$ cat config.mk
export PLATFORM = sky130hd
export DESIGN_NAME = tt_um_inv_bank_gen2
export DESIGN_NICKNAME = d
export VERILOG_FILES = /design/src/rtl/inv_bank_pkg.sv /design/src/rtl/inv_bank_chan.sv /design/src/rtl/tt_um_inv_bank_gen2.sv
export SDC_FILE = /design/constraint.sdc
export NUM_CORES = 1
export LEC_CHECK = 0
export CAP_MARGIN = 10
export CORE_ASPECT_RATIO = 1.5
export CORE_MARGIN = 2
export CORE_UTILIZATION = 44
export DETAILED_ROUTE_END_ITERATION = 7
export PLACE_DENSITY = 0.77
export SYNTH_ARGS = -nofsm -noshare
export SYNTH_HDL_FRONTEND = slang
export SYNTH_HIERARCHICAL = 1
export SYNTH_SLANG_ARGS = --single-unit
$ cat constraint.sdc
create_clock -name clk -period 1.12 [get_ports clk]
set_input_delay 0.224 -clock clk [delete_from_list [all_inputs] [get_ports clk]]
set_output_delay 0.224 -clock clk [all_outputs]
set_load 0.01 [all_outputs]
$ cat src/rtl/inv_bank_pkg.sv
// Shared types and constants for the input-conditioning bank: channel modes
// and bit positions on the config bus.
package inv_bank_pkg;

  localparam int unsigned MODE_W       = 2;
  localparam int unsigned CFG_IDX_LSB  = 0;
  localparam int unsigned CFG_IDX_W    = 3;
  localparam int unsigned CFG_MODE_LSB = 3;
  localparam int unsigned CFG_CLR_BIT  = 5;
  localparam int unsigned CFG_ACK_BIT  = 6;
  localparam int unsigned CFG_WR_BIT   = 7;
  localparam logic [7:0]  UIO_OE       = 8'b0100_0000;

  typedef enum logic [MODE_W-1:0] {
    MODE_PASS   = 2'b00,
    MODE_INV    = 2'b01,
    MODE_TOGGLE = 2'b10,
    MODE_PULSE  = 2'b11
  } mode_e;

  localparam mode_e MODE_RST = MODE_INV;

endpackage

$ cat src/rtl/inv_bank_chan.sv
// One conditioned channel: synchroniser, optional debounce filter, rising-edge
// detect and a registered mode-selected output.
module inv_bank_chan
  import inv_bank_pkg::*;
#(
  parameter int unsigned SYNC_STAGES = 2,
  parameter int unsigned DEBOUNCE    = 0
) (
  input  logic  clk,
  input  logic  rst_n,
  input  logic  ena,
  input  logic  din,
  input  mode_e mode,
  input  logic  clr,
  output logic  dout
);

  logic [SYNC_STAGES-1:0] sync;
  logic                   sync_last;
  logic                   filt;
  logic                   prev;
  logic                   tog;
  logic                   rise;
  logic                   tog_next;
  logic                   out_next;

  assign sync_last = sync[SYNC_STAGES-1];

  always_ff @(posedge clk) begin
    if (!rst_n) begin
      sync <= '0;
    end else if (ena) begin
      sync <= {sync[SYNC_STAGES-2:0], din};
    end
  end

  if (DEBOUNCE == 0) begin : g_nodb
    assign filt = sync_last;
  end else begin : g_db
    localparam int unsigned CW = $clog2(DEBOUNCE + 1);
    logic [CW-1:0] cnt;
    logic          filt_q;

    // Count cycles of disagreement; adopt the new level once it has held DEBOUNCE cycles.
    always_ff @(posedge clk) begin
      if (!rst_n) begin
        cnt    <= '0;
        filt_q <= 1'b0;
      end else if (ena) begin
        if (sync_last == filt_q) begin
          cnt <= '0;
        end else if (cnt == CW'(DEBOUNCE - 1)) begin
          filt_q <= sync_last;
          cnt    <= '0;
        end else begin
          cnt <= cnt + CW'(1);
        end
      end
    end

    assign filt = filt_q;
  end

  always_comb begin
    rise     = filt & ~prev;
    tog_next = clr ? 1'b0 : (tog ^ rise);
    out_next = 1'b0;
    case (mode)
      MODE_PASS:   out_next = filt;
      MODE_INV:    out_next = ~filt;
      MODE_TOGGLE: out_next = tog_next;
      MODE_PULSE:  out_next = rise;
    endcase
  end

  always_ff @(posedge clk) begin
    if (!rst_n) begin
      prev <= 1'b0;
      tog  <= 1'b0;
      dout <= 1'b0;
    end else if (ena) begin
      prev <= filt;
      tog  <= tog_next;
      dout <= out_next;
    end
  end

endmodule

$ cat src/rtl/tt_um_inv_bank_gen2.sv
// Input-conditioning bank top: config write synchroniser and decode, per-channel
// mode registers, channel array and pass-through of the unconditioned inputs.
module tt_um_inv_bank_gen2
  import inv_bank_pkg::*;
#(
  parameter int unsigned CH          = 4,
  parameter int unsigned SYNC_STAGES = 2,
  parameter int unsigned DEBOUNCE    = 0
) (
  input  logic [7:0] ui_in,
  output logic [7:0] uo_out,
  input  logic [7:0] uio_in,
  output logic [7:0] uio_out,
  output logic [7:0] uio_oe,
  input  logic       ena,
  input  logic       clk,
  input  logic       rst_n
);

  logic [SYNC_STAGES-1:0] wr_sync;
  logic [SYNC_STAGES-1:0] clr_sync;
  logic                   wr_prev;
  logic                   cfg_ack;
  mode_e                  mode_q [CH];
  logic [CH-1:0]          chan_out;

  logic                   wr_edge_c;
  logic                   wr_en_c;
  logic [CFG_IDX_W-1:0]   idx_c;
  mode_e                  wr_mode_c;
  logic                   unused_bits;

  assign unused_bits = uio_in[4'(CFG_ACK_BIT)];

  // Index and mode are taken unsynchronised; the host holds them until ack.
  always_comb begin
    idx_c     = uio_in[CFG_IDX_LSB +: CFG_IDX_W];
    wr_mode_c = mode_e'(uio_in[CFG_MODE_LSB +: MODE_W]);
    wr_edge_c = wr_sync[SYNC_STAGES-1] & ~wr_prev;
    wr_en_c   = wr_edge_c && (32'(idx_c) < CH);
  end

  always_ff @(posedge clk) begin
    if (!rst_n) begin
      wr_sync  <= '0;
      clr_sync <= '0;
      wr_prev  <= 1'b0;
      cfg_ack  <= 1'b0;
      for (int i = 0; i < int'(CH); i++) mode_q[i] <= MODE_RST;
    end else if (ena) begin
      wr_sync  <= {wr_sync[SYNC_STAGES-2:0], uio_in[CFG_WR_BIT]};
      clr_sync <= {clr_sync[SYNC_STAGES-2:0], uio_in[CFG_CLR_BIT]};
      wr_prev  <= wr_sync[SYNC_STAGES-1];
      cfg_ack  <= wr_en_c;
      for (int i = 0; i < int'(CH); i++) begin
        if (wr_en_c && idx_c == CFG_IDX_W'(i)) mode_q[i] <= wr_mode_c;
      end
    end
  end

  for (genvar i = 0; i < int'(CH); i++) begin : g_ch
    inv_bank_chan #(
      .SYNC_STAGES(SYNC_STAGES),
      .DEBOUNCE   (DEBOUNCE)
    ) u_chan (
      .clk  (clk),
      .rst_n(rst_n),
      .ena  (ena),
      .din  (ui_in[i]),
      .mode (mode_q[i]),
      .clr  (clr_sync[SYNC_STAGES-1]),
      .dout (chan_out[i])
    );
  end

  if (CH < 8) begin : g_pt
    assign uo_out = {ui_in[7:CH], chan_out};
  end else begin : g_nopt
    assign uo_out = chan_out;
  end

  assign uio_out = 8'(cfg_ack) << CFG_ACK_BIT;
  assign uio_oe  = UIO_OE;

endmodule
==> results of run 1 <==
## registers in the layout, indices dropped and copies added, names as in the netlist
register          count
clr_sync              2
g_ch.u_chan/dout      4
wr_sync               2
g_ch.u_chan/prev      4
g_ch.u_chan/tog       4
g_ch.u_chan/sync      8
wr_prev               1
cfg_ack               1
mode_q                8
## worst max path at each step
stage	endpoint	slack [ns]
6_report	mode_q[2][0]	-0.09
5_1_grt	mode_q[2][0]	-0.13
4_1_cts	mode_q[2][0]	-0.13
3_5_place_dp	mode_q[2][0]	-0.57
3_3_place_gp	mode_q[2][0]	-0.55
2_1_floorplan	mode_q[1][0]	-0.12
## stage by stage
stage | TNS (ns) | std cells
6_report | -0.7997 | 260
5_1_grt | -1.508 | 260
4_1_cts | -0.7795 | 258
3_5_place_dp | -10.04 | 249
3_3_place_gp | -9.276 | 249
2_1_floorplan | -0.8748 | 188
## kinds of logic (layout without fill, tap and decap cells)
| logic type | Yosys count | count (layout) | synth area share (%) |
|---|---|---|---|
| buf+inv | 27 | 53 | 10.72 |
| mux | 21 | 21 | 12.89 |
| compound gates | 21 | 21 | 7.848 |
| other cells | 2 | 15 | 0.4206 |
| xor+xnor | 4 | 4 | 1.962 |
| simple gates | 66 | 67 | 23.55 |
| flops | 34 | 34 | 42.61 |
## power groups by stage
stage | clock network (uW) | logic (uW) | registers, uW
after floorplan | 0 | 234 | 1360
after global placement | 0 | 329 | 1350
after detailed placement | 0 | 335 | 1350
after CTS | 896 | 349 | 1330
after global routing | 935 | 406 | 1330
final | 868 | 373 | 1330
## worst max-delay path: cells and delay by family (launching register included)
kind          cells  cell delay, ns
simple gates      2            0.62
flops             1            0.34
## timing repair
item	4_1_cts	5_1_grt
gates resized for setup	34	21
pin swaps	11	6
endpoints found under the setup margin	25	25
gates cloned	1	0
setup buffers	1	2
## routing by layer
metal / track usage [%] / vias up / wire length (um)
met5: 0 / - / 0
met4: 9.762 / 0 / 111
met3: 3.150 / 10 / 150
met2: 28.47 / 37 / 1900
met1: 15.69 / 609 / 1330
li1: - / 653 / -
## layout by cell type (no fill, tap or decap), types with 2 or more instances in the layout
cell                               n
sky130_fd_sc_hd__a21oi_1           4
sky130_fd_sc_hd__a32oi_1           4
sky130_fd_sc_hd__and3_1            4
sky130_fd_sc_hd__buf_12            2
sky130_fd_sc_hd__buf_4            20
sky130_fd_sc_hd__buf_6             5
sky130_fd_sc_hd__clkbuf_2          2
sky130_fd_sc_hd__clkbuf_8          5
sky130_fd_sc_hd__clkdlybuf4s15_1   2
sky130_fd_sc_hd__clkdlybuf4s50_1   8
sky130_fd_sc_hd__conb_1           15
sky130_fd_sc_hd__dfxtp_1          20
sky130_fd_sc_hd__dfxtp_2           5
sky130_fd_sc_hd__dlygate4sd2_1     3
sky130_fd_sc_hd__edfxtp_1          8
sky130_fd_sc_hd__mux2_4            4
sky130_fd_sc_hd__mux2i_1          17
sky130_fd_sc_hd__nand2_1           6
sky130_fd_sc_hd__nand2b_1          3
sky130_fd_sc_hd__nand2b_4          4
sky130_fd_sc_hd__nand4bb_4         2
sky130_fd_sc_hd__nor2_1           13
sky130_fd_sc_hd__nor2b_1          21
sky130_fd_sc_hd__nor2b_4           5
sky130_fd_sc_hd__nor3_2            2
sky130_fd_sc_hd__o2111ai_2         4
sky130_fd_sc_hd__o21ai_0           4
sky130_fd_sc_hd__o21ai_2           2
sky130_fd_sc_hd__xor2_1            4
## cell type report
class                   count  area, um2
multi-input cells         128       1050
repair buffers             45      411.6
clock inverters             3      16.27
fillers                   328       1550
well taps                  45      56.30
flip-flops and latches     34      770.7
clock buffers               5      68.82
==> results by group, run 1 <==
Clocking
  – Clock-pin slew reported for the worst setup and hold paths after clock tree synthesis: 0.07 ns
  – CTS sink cnt: 34
  – Cts hold-fix bufs: 0
  – CTS H-tree depth: 2
  – Root buf cell: sky130_fd_sc_hd__clkbuf_8
  – TritonCTS clock tree: done
  – Clock insertion delay at the later pin of the skew report: about 0.29 ns
  – Number of buffers inserted during clock tree synthesis: 5
  – Clock buffer depth: 2

Synthesis
  – Most instantiated library cell after synthesis: sky130_fd_sc_hd__dfxtp_1
  – Gate Count Post-Synth: roughly 180
  – Library cell with the largest summed area after synthesis: sky130_fd_sc_hd__dfxtp_1
  – Post-synthesis sequential element count: 34
  – Commonest cells post-synth: 26 x sky130_fd_sc_hd__dfxtp_1, 22 x sky130_fd_sc_hd__nor2b_1, 20 x sky130_fd_sc_hd__buf_4, 17 x sky130_fd_sc_hd__mux2i_1, 13 x sky130_fd_sc_hd__nor2_1
  – Async set-reset flop share out of synthesis: 0%
  – Number of distinct library cell variants in the gate-level netlist after synthesis: 29
  – Share of the yosys chip area belonging to registers: 42.61%
  – Prevailing post-synth register cell: sky130_fd_sc_hd__dfxtp_1
  – Post-synth design cell area: roughly 1800 um2
  – Top-area cell type share of the netlist area: 29.15%
  – Top cells by area, synth: sky130_fd_sc_hd__dfxtp_1 29%, sky130_fd_sc_hd__edfxtp_1 13%, sky130_fd_sc_hd__mux2i_1 9.5%
  – Syn Area/Cell: 10.20 um2
  – Ys Warns: 6
  – Number of flops mapped to enable cells by yosys: 8

STA
  – Fin worst setup slack: -0.08817 ns
  – Endpoints failing setup: 14
  – Final number of hold-violating endpoints: 0
  – Min Tclk post-route: 1.208 ns
  – Period Utilization, post-route: 107.9%
  – Unrepaired setup endpoints after global routing: yes
  – Peak Freq: roughly 0.83 GHz
  – Worst slack on hold paths: 0.3943 ns
  – Slew Limit Fails: 0
  – Clock Skew: 0.005642 ns

GRT
  – Total gr overflow: 0
  – Antenna violations before repair: 0
  – Vias in the first global route: 1,256
  – Wire length of the first global-routing pass: 5.485 mm
  – Global router's overall resource usage: 15.39%
  – Largest net degree at the start of global routing: 32

Power
  – Peak VDD IR: 0.9524 mV
  – Static Leakage: 0.0009593 uW
  – Net load switching power: 654.3 uW
  – Cell Int Power: between 1500 and 2000 uW
  – Clock group share of total power: 33.8%
  – Power density over the cells: roughly 1100 nW/um2
  – Switching share of total power: 25.48%
  – Proportion of power drawn by flip-flops and latches: 51.7%
  – Total power: about 2600 uW
  – Logic gate share of total power: 14.5%

Hold path
  – Number of cells traversed by the worst hold path: 3
  – Worst Hold End: cfg_ack
  – Hold Path Class: in -> reg
  – Critical hold path startpoint: ena

Final layout
  – Antenna Diode Count: 0
  – P&R area growth vs syn: 32.94%
  – Fin area: about 2400 um2
  – Layout net count: 233
  – Share of layout cells above drive strength 1: 33.95%
  – End-of-flow core utilization: 60.49%

Setup path
  – Max Fanout on Critical Path: 5
  – Worst R2R End: mode_q[2][0]
  – Reg2Reg Depth: 2
  – Data required time of the critical path: ~1.2 ns
  – Slowest stage cell, crit path: sky130_fd_sc_hd__or3b_4
  – Kind of start point of the critical path: flip-flop
  – Delay of the slowest cell on the worst path: between 0.3 and 0.4 ns
  – Critical register-to-register path startpoint: wr_prev
  – CP Data Arrival Time: 1.24 ns
  – Cell Chain, Critical Path: nand4bb_4, or3b_4
  – Beginning of the critical path: wr_prev
  – Kind of end point of the critical path: flip-flop
  – Slack of the worst reg-to-reg path: -0.09 ns
  – CP Class: reg -> reg

Detailed routing
  – Via Count: 1,309
  – DRC violations left: 0
  – Detail Route Antenna Nets: 0
  – Mean number of vias per cell: 5.035
  – Final WL: 3.491 mm
  – Wirelength per Cell: 13.43 um
  – Number of DRC violations after detailed-routing iteration 0: 27
  – TritonRoute pass-1 iters: 4

Die
  – I/O pin count: 43
  – Number of cell rows: 28
  – Floorplan die height: 82.02 um
  – Effective utilization at floorplan: 45.50%
  – Die span in x: roughly 56 um
  – Placeable core area: between 3000 and 4000 um2
  – Area of the die: between 4000 and 5000 um2

Outcome
  – Failing checks: negative setup slack
  – Result of the run: finished, violations left

Run
  – Total of max-cap violations: 0

Place
  – Count of input and output buffers: 18
  – Sum of net half-perimeters after detailed placement: 2.154 mm
  – Placed standard-cell area: around 2100 um2
  – GP Congestion: 0.7710
  – Worst setup timing slack at the placement stage: -0.5730 ns
(Power assumes the default switching activity.)
==> run 2, diff against run 1 <==
--- a/config.mk
+++ b/config.mk
@@ -9,8 +9,10 @@
 export CORE_ASPECT_RATIO = 1.5
 export CORE_MARGIN = 2
 export CORE_UTILIZATION = 44
+export CTS_CLUSTER_DIAMETER = 200
 export DETAILED_ROUTE_END_ITERATION = 7
 export PLACE_DENSITY = 0.77
+export REMOVE_ABC_BUFFERS = 1
 export SYNTH_ARGS = -nofsm -noshare
 export SYNTH_HDL_FRONTEND = slang
 export SYNTH_HIERARCHICAL = 1
==> run 2 against run 1 <==
Compared with the run above: the flow still finishes with violations (negative setup slack); power about the same; die area unchanged; worst hold slack better by 0.054 ns; register-to-register slack worse by 0.04 ns; sequential power about the same; combinational power down 1%.
==> results by group, run 2 (same netlist as run 1, synthesis figures left out) <==
Final layout
  – Leading registers by flop count: g_ch.u_chan/sync (8), mode_q (8) (unchanged)
  – Antenna Diode Count: 0 (unchanged)
  – Layout net count: 233 (unchanged)
  – Most frequent cells in the layout: 21 x sky130_fd_sc_hd__nor2b_1, 21 x sky130_fd_sc_hd__dfxtp_1, 17 x sky130_fd_sc_hd__mux2i_1, 17 x sky130_fd_sc_hd__buf_4, 15 x sky130_fd_sc_hd__conb_1 (was 21 x sky130_fd_sc_hd__nor2b_1, 20 x sky130_fd_sc_hd__dfxtp_1, 20 x sky130_fd_sc_hd__buf_4, 17 x sky130_fd_sc_hd__mux2i_1, 15 x sky130_fd_sc_hd__conb_1)
  – End-of-flow core utilization: 59.95% (was 60.49%)
  – Fin area: 2352 um2 (was 2374 um2)
  – P&R area growth vs syn: 31.75% (was 32.94%)
  – Share of layout cells above drive strength 1: 30.70% (was 33.95%)

Setup path
  – Cell Chain, Critical Path: nand4bb_4, or3b_1 (was nand4bb_4, or3b_4)
  – Kind of end point of the critical path: flip-flop (unchanged)
  – Kind of start point of the critical path: flip-flop (unchanged)
  – Slowest stage cell, crit path: sky130_fd_sc_hd__or3b_1 (was sky130_fd_sc_hd__or3b_4)
  – CP Class: reg -> reg (unchanged)
  – Data required time of the critical path: 1.15 ns (about the same)
  – Delay of the slowest cell on the worst path: 0.42 ns (was 0.39 ns)
  – CP Data Arrival Time: 1.28 ns (was 1.24 ns)
  – Max Fanout on Critical Path: 7 (was 5)

Clocking
  – Cts hold-fix bufs: 0 (unchanged)
  – Number of buffers inserted during clock tree synthesis: 5 (unchanged)
  – Root buf cell: sky130_fd_sc_hd__clkbuf_8 (unchanged)
  – Clock-pin slew reported for the worst setup and hold paths after clock tree synthesis: 0.07 ns (about the same)
  – CTS sink cnt: 34 (unchanged)
  – TritonCTS clock tree: done (unchanged)
  – Clock insertion delay at the later pin of the skew report: 0.29 ns (about the same)
  – CTS H-tree depth: 2 (unchanged)
  – Clock buffer depth: 2 (unchanged)

Detailed routing
  – Final WL: 3.499 mm (was 3.491 mm)
  – TritonRoute pass-1 iters: 4 (unchanged)
  – Number of DRC violations after detailed-routing iteration 0: 17 (was 27)
  – Detail Route Antenna Nets: 0 (unchanged)
  – Wirelength per Cell: 13.46 um (was 13.43 um)
  – Mean number of vias per cell: 5.038 (was 5.035)
  – Via Count: 1,310 (was 1,309)
  – DRC violations left: 0 (unchanged)

Power
  – Peak VDD IR: 0.9821 mV (was 0.9524 mV)
  – Static Leakage: 0.0009396 uW (was 0.0009593 uW)
  – Power density over the cells: 1091 nW/um2 (was 1082 nW/um2)

Die
  – Number of cell rows: 28 (unchanged)
  – Floorplan die height: 82.02 um (unchanged)
  – I/O pin count: 43 (unchanged)
  – Effective utilization at floorplan: 45.50% (unchanged)
  – Die span in x: 56.01 um (unchanged)
  – Area of the die: 4594 um2 (unchanged)
  – Placeable core area: 3924 um2 (unchanged)

STA
  – Period Utilization, post-route: 111.5% (was 107.9%)
  – Final number of hold-violating endpoints: 0 (unchanged)
  – Peak Freq: 0.8006 GHz (was 0.8277 GHz)
  – Setup total negative slack: -1.516 ns (was -0.7997 ns)
  – Min Tclk post-route: 1.249 ns (was 1.208 ns)
  – Slew Limit Fails: 0 (unchanged)
  – Unrepaired setup endpoints after global routing: yes (unchanged)
  – Fin worst setup slack: -0.1291 ns (was -0.08817 ns)
  – Endpoints failing setup: 19 (was 14)
  – Clock Skew: 0.003539 ns (was 0.005642 ns)

GRT
  – Wire length of the first global-routing pass: 5.395 mm (was 5.485 mm)
  – Vias in the first global route: 1,302 (was 1,256)
  – Largest net degree at the start of global routing: 35 (was 32)
  – Met2 Resource Use GR: 30.00% (was 28.47%)
  – Total gr overflow: 0 (unchanged)
  – Antenna violations before repair: 0 (unchanged)
  – Global router's overall resource usage: 15.25% (was 15.39%)
  – Met1 Resource Use GR: 13.33% (was 15.69%)
  – Met3 Usage GRT: 3.622% (was 3.150%)
  – Most heavily used metal layer in global routing: met2 (unchanged)

Run
  – Total of max-cap violations: 0 (unchanged)

Place
  – Count of input and output buffers: 18 (unchanged)
  – Placed standard-cell area: 2067 um2 (was 2081 um2)
  – Sum of net half-perimeters after detailed placement: 2.083 mm (was 2.154 mm)
  – GP Congestion: 0.7673 (was 0.7710)

Outcome
  – Failing checks: negative setup slack (unchanged)
  – Result of the run: finished, violations left (unchanged)

Hold path
  – Hold Path Class: in -> out (was in -> reg)
run 2: path summary, 6_finish.rpt:
| path | to | from | slack [ns] | depth (start not counted) |
|---|---|---|---|---|
| setup / recovery | mode_q[1][0] | wr_prev | -0.13 | 2 |
| setup reg to reg | mode_q[1][0] | wr_prev | -0.13 | 2 |
| hold / removal | uo_out[7] | ui_in[7] | 0.45 | 0 |
| hold reg to reg | cfg_ack | cfg_ack | 0.49 | 2 |
run 2: worst max-delay path: cells and delay by family (launching register included):
kind	cells	cell delay, ns
simple gates	2	0.66
flops	1	0.32
run 2: power breakdown:
part	leakage [uW]	internal (uW)	switching [uW]
Sequential	0.000284	1300	29.0
Clock	0.0000395	441	428
Combinational	0.000616	191	178
run 2: cell type report:
cell class / instances / area [um2]
fill: 319 / 1572
multi-input combinational: 127 / 1012
sequential: 34 / 767.0
timing repair buffer: 46 / 436.7
clock buffer: 8 / 80.08
tap: 45 / 56.30
run 2: through the flow:
step                hold WS (ns)  cells  total power, uW  setup WS (ns)
finish                    0.4481    260             2565        -0.1291
global route              0.4481    260             2664        -0.2002
CTS                       0.4072    261             2551        -0.1757
detailed placement        0.4481    248             1680        -0.6087
global placement          0.4481    248             1672        -0.5519
floorplan                 0.3522    161             1505        -0.1584
run 2: what timing repair did:
item                       in CTS  in global routing
gates cloned                    0                  0
hold endpoints to repair        0                  0
setup endpoints to repair      25                 29
pin swaps                       9                 11
buffers inserted                5                  0
resized for setup              36                 20
run 2: metal layers:
| metal | vias to the layer above | wire length [um] |
|---|---|---|
| met3 | 8 | 165 |
| met5 | - | 0 |
| met4 | 0 | 91 |
| li1 | 653 | - |
| met2 | 38 | 1925 |
| met1 | 611 | 1316 |
